==> config.mk <==
export PLATFORM = sky130hd
export DESIGN_NAME = inst_sequencer
export DESIGN_NICKNAME = d
export VERILOG_FILES = /design/src/rtl/core_pkg.sv /design/src/rtl/fetch_assembler.sv /design/src/rtl/inst_sequencer.sv
export SDC_FILE = /design/constraint.sdc
export NUM_CORES = 1
export LEC_CHECK = 0
export ABC_CLOCK_PERIOD_IN_PS = 4220
export CAP_MARGIN = 30
export CORE_MARGIN = 4
export CORE_UTILIZATION = 55
export CTS_CLUSTER_DIAMETER = 50
export DETAILED_ROUTE_END_ITERATION = 16
export GPL_TIMING_DRIVEN = 1
export PLACE_DENSITY = 0.85
export RECOVER_POWER = 50
export SLEW_MARGIN = 20
export SYNTH_ARGS = -nofsm -noshare
export SYNTH_HDL_FRONTEND = slang
export SYNTH_HIERARCHICAL = 1
export SYNTH_SLANG_ARGS = --single-unit
==> constraint.sdc <==
create_clock -name clk -period 4.22 [get_ports clk]
set_input_delay 0.844 -clock clk [delete_from_list [all_inputs] [get_ports clk]]
set_output_delay 0.844 -clock clk [all_outputs]
set_load 0.05 [all_outputs]
==> src/rtl/core_pkg.sv <==
// Shared core definitions: sequencer state encoding, instruction geometry and
// the opcode constants that the decode stage also uses.
package core_pkg;

  typedef enum logic [1:0] {
    FETCH  = 2'd0,
    DECODE = 2'd1,
    EXEC   = 2'd2,
    HALT   = 2'd3
  } seq_state_t;

  localparam int DEF_M_WIDTH    = 8;
  localparam int DEF_INST_WIDTH = 32;
  localparam int INST_BYTES     = DEF_INST_WIDTH / DEF_M_WIDTH;

  localparam logic [6:0] OPC_LOAD   = 7'h03;
  localparam logic [6:0] OPC_OP_IMM = 7'h13;
  localparam logic [6:0] OPC_STORE  = 7'h23;
  localparam logic [6:0] OPC_OP     = 7'h33;
  localparam logic [6:0] OPC_BRANCH = 7'h63;
  localparam logic [6:0] OPC_JAL    = 7'h6F;

  // Memory beats needed to fetch one instruction for a given geometry.
  function automatic int inst_bytes(input int inst_width, input int m_width);
    return inst_width / m_width;
  endfunction

endpackage

==> src/rtl/fetch_assembler.sv <==
// Fetches one instruction as a sequence of byte reads and assembles it
// little-endian; the assembled word only updates when the last byte lands.
module fetch_assembler
  import core_pkg::*;
#(
  parameter int M_WIDTH    = 8,
  parameter int INST_WIDTH = 32,
  parameter int ADDR_WIDTH = 8
) (
  input  logic                  clk,
  input  logic                  rst_n,
  input  logic                  start,
  input  logic [ADDR_WIDTH-1:0] base,
  output logic                  mem_req,
  output logic [ADDR_WIDTH-1:0] mem_addr,
  input  logic [M_WIDTH-1:0]    mem_rdata,
  input  logic                  mem_ack,
  output logic                  done,
  output logic [INST_WIDTH-1:0] inst
);

  localparam int BYTES = inst_bytes(INST_WIDTH, M_WIDTH);
  localparam int IDX_W = (BYTES > 1) ? $clog2(BYTES) : 1;

  logic [IDX_W-1:0]      byte_idx;
  logic                  gap;
  logic [INST_WIDTH-1:0] asm_q;
  logic [INST_WIDTH-1:0] merged;
  logic                  accept;
  logic                  last;

  // Every byte is preceded by one idle cycle, including the first one after
  // entering FETCH, so a zero-wait fetch always costs 2*BYTES cycles.
  assign mem_req  = start & ~gap;
  assign mem_addr = base + ADDR_WIDTH'(byte_idx);
  assign accept   = mem_req & mem_ack;
  assign last     = (byte_idx == IDX_W'(BYTES - 1));
  assign done     = accept & last;

  always_comb begin
    merged = asm_q;
    merged[M_WIDTH*byte_idx +: M_WIDTH] = mem_rdata;
  end

  always_ff @(posedge clk) begin
    if (!rst_n) begin
      byte_idx <= '0;
      gap      <= 1'b1;
      asm_q    <= '0;
      inst     <= '0;
    end else begin
      if (!start)
        gap <= 1'b1;
      else if (gap)
        gap <= 1'b0;
      else if (mem_ack)
        gap <= 1'b1;

      if (accept) begin
        asm_q <= merged;
        if (last) begin
          byte_idx <= '0;
          inst     <= merged;
        end else begin
          byte_idx <= byte_idx + 1'b1;
        end
      end
    end
  end

endmodule

==> src/rtl/inst_sequencer.sv <==
// Multi-cycle fetch/decode/execute/PC-update sequencer for the core.
// Optional single-step/halt support is enabled with INST_SEQ_STEP_EN.
module inst_sequencer
  import core_pkg::*;
#(
  parameter int                    M_WIDTH    = 8,
  parameter int                    INST_WIDTH = 32,
  parameter int                    ADDR_WIDTH = 8,
  parameter logic [ADDR_WIDTH-1:0] RESET_PC   = '0
) (
  input  logic                  clk,
  input  logic                  rst_n,
  output logic                  mem_req,
  output logic [ADDR_WIDTH-1:0] mem_addr,
  input  logic [M_WIDTH-1:0]    mem_rdata,
  input  logic                  mem_ack,
  output logic [INST_WIDTH-1:0] inst,
  output logic                  dec_en,
  input  logic                  dec_ready,
  output logic                  ex_en,
  input  logic                  ex_done,
  input  logic                  branch_taken,
  input  logic [ADDR_WIDTH-1:0] branch_target,
  output logic [ADDR_WIDTH-1:0] pc
`ifdef INST_SEQ_STEP_EN
  ,
  input  logic                  halt_req,
  input  logic                  step
`endif
);

  localparam int BYTES = inst_bytes(INST_WIDTH, M_WIDTH);

  seq_state_t state;
  seq_state_t next_state;
  logic       first_q;
  logic       fetching;
  logic       fetch_done;

  assign fetching = (state == FETCH);

  fetch_assembler #(
    .M_WIDTH   (M_WIDTH),
    .INST_WIDTH(INST_WIDTH),
    .ADDR_WIDTH(ADDR_WIDTH)
  ) u_fetch (
    .clk      (clk),
    .rst_n    (rst_n),
    .start    (fetching),
    .base     (pc),
    .mem_req  (mem_req),
    .mem_addr (mem_addr),
    .mem_rdata(mem_rdata),
    .mem_ack  (mem_ack),
    .done     (fetch_done),
    .inst     (inst)
  );

  // first_q marks the first cycle spent in a state, which gates the start pulses.
  always_ff @(posedge clk) begin
    if (!rst_n) begin
      state   <= FETCH;
      first_q <= 1'b0;
      pc      <= RESET_PC;
    end else begin
      state   <= next_state;
      first_q <= (next_state != state);
      if (state == EXEC && ex_done)
        pc <= branch_taken ? (branch_target & ~ADDR_WIDTH'(3))
                           : pc + ADDR_WIDTH'(BYTES);
    end
  end

  always_comb begin
    next_state = state;
    dec_en     = 1'b0;
    ex_en      = 1'b0;
    unique case (state)
      FETCH: begin
        if (fetch_done)
          next_state = DECODE;
      end
      DECODE: begin
        dec_en = first_q;
        if (dec_ready)
          next_state = EXEC;
      end
      EXEC: begin
        ex_en = first_q;
        if (ex_done) begin
`ifdef INST_SEQ_STEP_EN
          next_state = halt_req ? HALT : FETCH;
`else
          next_state = FETCH;
`endif
        end
      end
      HALT: begin
`ifdef INST_SEQ_STEP_EN
        if (!halt_req || step)
          next_state = FETCH;
`else
        next_state = FETCH;
`endif
      end
      default: next_state = FETCH;
    endcase
  end

endmodule
# Yosys cells after proc, flatten, opt, wreduce, memory -nomap -nowiden
# Index checks and enable logic that the tools add are counted.
[word_totals]
ff_bits = 78
input_bits = 22
wordCells = 37
[op_classes]
addsub = 4
n_eq_ne = 5
n_shift = 2
mux = 11
bitwise_logic = 4
reduce_logical = 4
[ops]
columns = ["op", "count"]
rows = [
  ["$neg A5 Y34", 1],
  ["$shift A8 B34 Y32 const A", 1],
  ["$shiftx A8 B34 Y32", 1],
  ["$bwmux W32", 1],
  ["$add A8 B2 Y8", 1],
  ["$add A8 B3 Y8 const B", 1],
  ["$mux W2", 4],
  ["$mux W8", 1],
  ["$pmux W2 S4", 1],
  ["$eq A2 B2 Y1 const B", 3],
  ["$mux W1", 4],
  ["$reduce_and A2 Y1", 2],
  ["$and A1 B1 Y1", 3],
  ["$add A2 B1 Y2 const B", 1],
  ["$eq A2 B1 Y1 const B", 1],
  ["$logic_not A2 Y1", 1],
  ["$ne A2 B2 Y1", 1],
  ["$logic_and A1 B1 Y1", 1],
  ["$not A1 Y1", 1],
]

# Depth between registers and ports, before layout
[logic_depth]
depth_word = 7
mapped_depth = 8
mapped_depth_nobuf = 5

# Cells and area by module
# The synthesis kept the hierarchy.
[by_module_without_submodules]
columns = ["mod", "n_inst", "cells_each", "area_each_um2", "seq_area_each_um2"]
rows = [
  ["fetch_assembler", 1, 360, 3106.7, 1341.3],
  ["inst_sequencer", 1, 65, 563.0, 180.2],
]

# Least setup slack after synthesis
# Ideal clock, no wire load.
[synth_timing]
path_kind = "reg-to-output"
from = "register pc[4]"
to = "output mem_addr[4]"
t_arrival_ns = 1.542
required_ns = 3.376
slack_ns = 1.834
path_stages_with_launch = 2
path_buffers = 0
cell_sequence = "dfxtp_1 -> xor2_1"
[synth_between]
elab_chain_cells = 1
[synth_rtl]
columns = ["element", "line", "text"]
rows = [
  ["start: declaration", "inst_sequencer.sv:24", "output logic [ADDR_WIDTH-1:0] pc"],
  ["start signal: assignment", "inst_sequencer.sv:69", "pc <= branch_taken ? (branch_target & ~ADDR_WIDTH'(3))"],
  ["$add A8 B2 Y8", "fetch_assembler.sv:35", "assign mem_addr = base + ADDR_WIDTH'(byte_idx);"],
  ["end: declaration", "inst_sequencer.sv:14", "output logic [ADDR_WIDTH-1:0] mem_addr,"],
]
# No other way between the ends.

# Worst setup path after layout
[layout_timing]
from = "input rst_n"
to = "register pc[3]"
[layout_rtl]
columns = ["element", "line", "text"]
rows = [
  ["start: declaration", "inst_sequencer.sv:12", "input logic rst_n,"],
]
# No word-level cell between the ends.

==> results.cfg <==
[routing]
wl_met2_mm = 4.072
viasPerCell = 6.038
drtAntennaViolNets = 0
vias = 3333
wl_per_cell_um = 16.18
wl_met3_um = 660
drt_iter0_drc = 274
top_layer_used = met4
drcViolationCount = 0
first_pass_iters = 5
met1_length_mm = 3.932
wirelength_mm = 8.929

[synth]
syn_inst = 425
synth_xor_area_share_pct = 1.432
async_flop_share_pct = 0
synth_ff_type = dfxtp_1
ys_ff_latch = 76
synth-adder-area-share_pct = 3.614
ys_seq_area_share_pct = 41.46
synth_mux_area_share_pct = 1.364
yosys_warnings = 6
syn-cell-area_um2 = 3670
synth_cell_types = 54
yosys.area_share.simple_pct = 23.93
postSynthAreaPerCell_um2 = 8.635
synth_edf_count = 0
synth-compound-area-share_pct = 21.55
synth_top_family_by_area = simple AND/OR/NAND/NOR gates

[setup_path]
r2r-start = u_fetch/byte_idx[0]
rrSetupSlack_ns = 1.48
end_kind = flop
cp_slowest_cell = clkbuf_1
path_cells = clkbuf_1 -> clkbuf_1 -> inv_1 -> a211oi_1
cp_common_cell = clkbuf_1
max_stage_delay_ns = 1.38
path_class = in2reg
crit_arrival_ns = 3.44
r2r_cells = 5
r2r-end = u_fetch/asm_q[31]
cp.required_ns = 4.50
cp_max_fo = 56
critPathLaunchType = input pin

[layout]
layout-area-overhead-vs-synth_pct = 21.17
drive_gt1_share_pct = 6.316
nets = 502
final_common_cell = dfxtp_1
final_util_pct = 69.24
final_cell_mix = 76 x dfxtp_1, 49 x nand2_1, 40 x clkdlybuf4s50_1, 37 x o21ai_0, 35 x a31oi_1
n_antenna_cell = 0
fillers = 533

[clocking]
cts_buffers = 9
ctsResizeCount = 0
cts_max_path_buffers = 2
h-tree-depth = 3
cts.sinks = 76
cts_tree = done
root_buffer = clkbuf_8
hold_buffers = 0
clk_pin_slew_worst_paths_ns = 0.08
cts_setup_buffers = 0
clock_latency_ns = 0.36

[pwr]
irDropWorstVdd_uv = 151.1
power.total_mw = 1.366
power_density_nw_per_um2 = 307.2
p_leak_nw = 1.647

[min_path]
holdPathStages = 2
holdPathEnd = u_fetch/asm_q[7]
worstHoldPathType = reg2reg
hold_start = u_fetch/asm_q[7]

[global_routing]
grt_pass1_wl_mm = 14.06
grt_antenna_before_repair = 0
gr-total-overflow = 0
grt_pass1_vias = 2968
track_usage_pct = 22.69
grt_max_degree = 67

[timing]
fin_crit_sh_pct = 75.01
slew_viol_final = 57
rsz0062_at_grt = no
period_minus_slack_ns = 3.166
slew_headroom_pct = -31.41
finalHoldViolCount = 0
fin_ws_ns = 1.054
skew_ns = 0.008354
tns_ns = 0
setup_viol = 0
tightest_slew_ns = 1.971
timing.fmax_ghz = 0.3159

[run]
maxCapViolCount = 1

[place]
place_ws_ns = 1.354
hpwl_mm = 5.799
place_congestion = 0.8389
portBuffers = 68

[die]
die_w_um = 89.69
core.rowCount = 29
pin_count = 73
start_util_pct = 57.14
die_h_um = 89.69
core-area_um2 = 6422
die-area_um2 = 8043

[outcome]
status = finished, violations left
violations = capacitance limit, slew limit
metal layers:
| layer | vias up | global-route usage, % |
|---|---|---|
| li1 | 1615 | - |
| met2 | 127 | 34.91 |
| met4 | 0 | 11.23 |
| met3 | 23 | 7.208 |
| met5 | - | 0 |
| met1 | 1568 | 28.64 |
through the flow:
stage	area (um^2)	hold WS [ns]	cells
6_report	4447	0.4605	552
5_1_grt	4447	0.4848	552
4_1_cts	4424	0.4608	551
3_5_place_dp	4255	0.4508	535
3_3_place_gp	4255	0.4376	535
2_1_floorplan	3685	0.4305	429
cells by family after synthesis:
logic type / Yosys count
AOI/OAI and AO/OA: 126
buffers and inverters: 48
xor gates and xnor gates: 6
adders and majority gates: 10
and+or+nand+nor: 153
muxes: 5
DFF: 76
other: 1
final cells by class:
class                           instances  area [um^2]  share of cell area (%)
Sequential cell                        76         1521                   34.22
Clock buffer                           11        141.4                   3.180
Timing Repair Buffer                   70        705.7                   15.87
Tap cell                               77        96.34                   2.167
Inverter                                8        30.03                  0.6753
Multi-Input combinational cell        305         1924                   43.28
Clock inverter                          5        27.53                  0.6190
where the power goes:
| part | internal, mW | leakage (nW) | switching (mW) | total, mW |
|---|---|---|---|---|
| combinational | 0.0511 | 0.945 | 0.0917 | 0.143 |
| clock | 0.226 | 0.0889 | 0.269 | 0.494 |
| sequential | 0.722 | 0.613 | 0.00643 | 0.729 |
synth_stat cells, types with 2 or more instances:
library cell | n | area share, %
o211ai_1 | 3 | 0.61
buf_6 | 2 | 0.61
and3_1 | 4 | 0.68
nand2b_1 | 24 | 4.1
xnor2_1 | 4 | 0.95
inv_1 | 7 | 0.72
nor3_1 | 2 | 0.27
o22ai_1 | 16 | 2.7
nand4_1 | 9 | 1.5
a32o_1 | 8 | 2.2
dfxtp_1 | 76 | 41
buf_2 | 17 | 2.3
and4b_1 | 4 | 1.1
nor2b_1 | 14 | 2.4
a21boi_0 | 6 | 1.2
xor2_1 | 2 | 0.48
nor2_1 | 7 | 0.72
buf_4 | 6 | 1.2
nand2_1 | 49 | 5.0
buf_1 | 2 | 0.20
and3b_2 | 3 | 0.82
and2_1 | 3 | 0.51
ha_1 | 9 | 3.1
o21a_1 | 2 | 0.41
clkbuf_1 | 12 | 1.2
o21ai_0 | 37 | 5.0
a31oi_1 | 35 | 6.0
a21boi_1 | 2 | 0.41
a21oi_1 | 10 | 1.4
a22oi_1 | 2 | 0.41
nand3b_1 | 2 | 0.41
and3b_1 | 2 | 0.48
mux2i_1 | 5 | 1.4
nand3_1 | 19 | 2.6
flip-flops by register name, indices dropped and copies added (netlist names):
| register | flops |
|---|---|
| state | 2 |
| u_fetch/asm_q | 32 |
| u_fetch/gap | 1 |
| u_fetch/inst | 32 |
| u_fetch/byte_idx | 2 |
| first_q | 1 |
| pc | 6 |
worst max-delay path, delay by kind of cell:
kind,cells,cell delay [ns]
buf+inv,3,2.35
compound gates,1,0.23
how the worst max path moves through the flow:
stage,start,slack (ns),end
after floorplan,pc[4],1.83,mem_addr[4]
after global placement,mem_ack,1.41,first_q
after detailed placement,mem_ack,1.35,first_q
after CTS,u_fetch/byte_idx[1],1.08,mem_addr[1]
after global routing,rst_n,0.77,pc[3]
final,rst_n,1.05,pc[3]
Power figures use the tool's default switching activity.
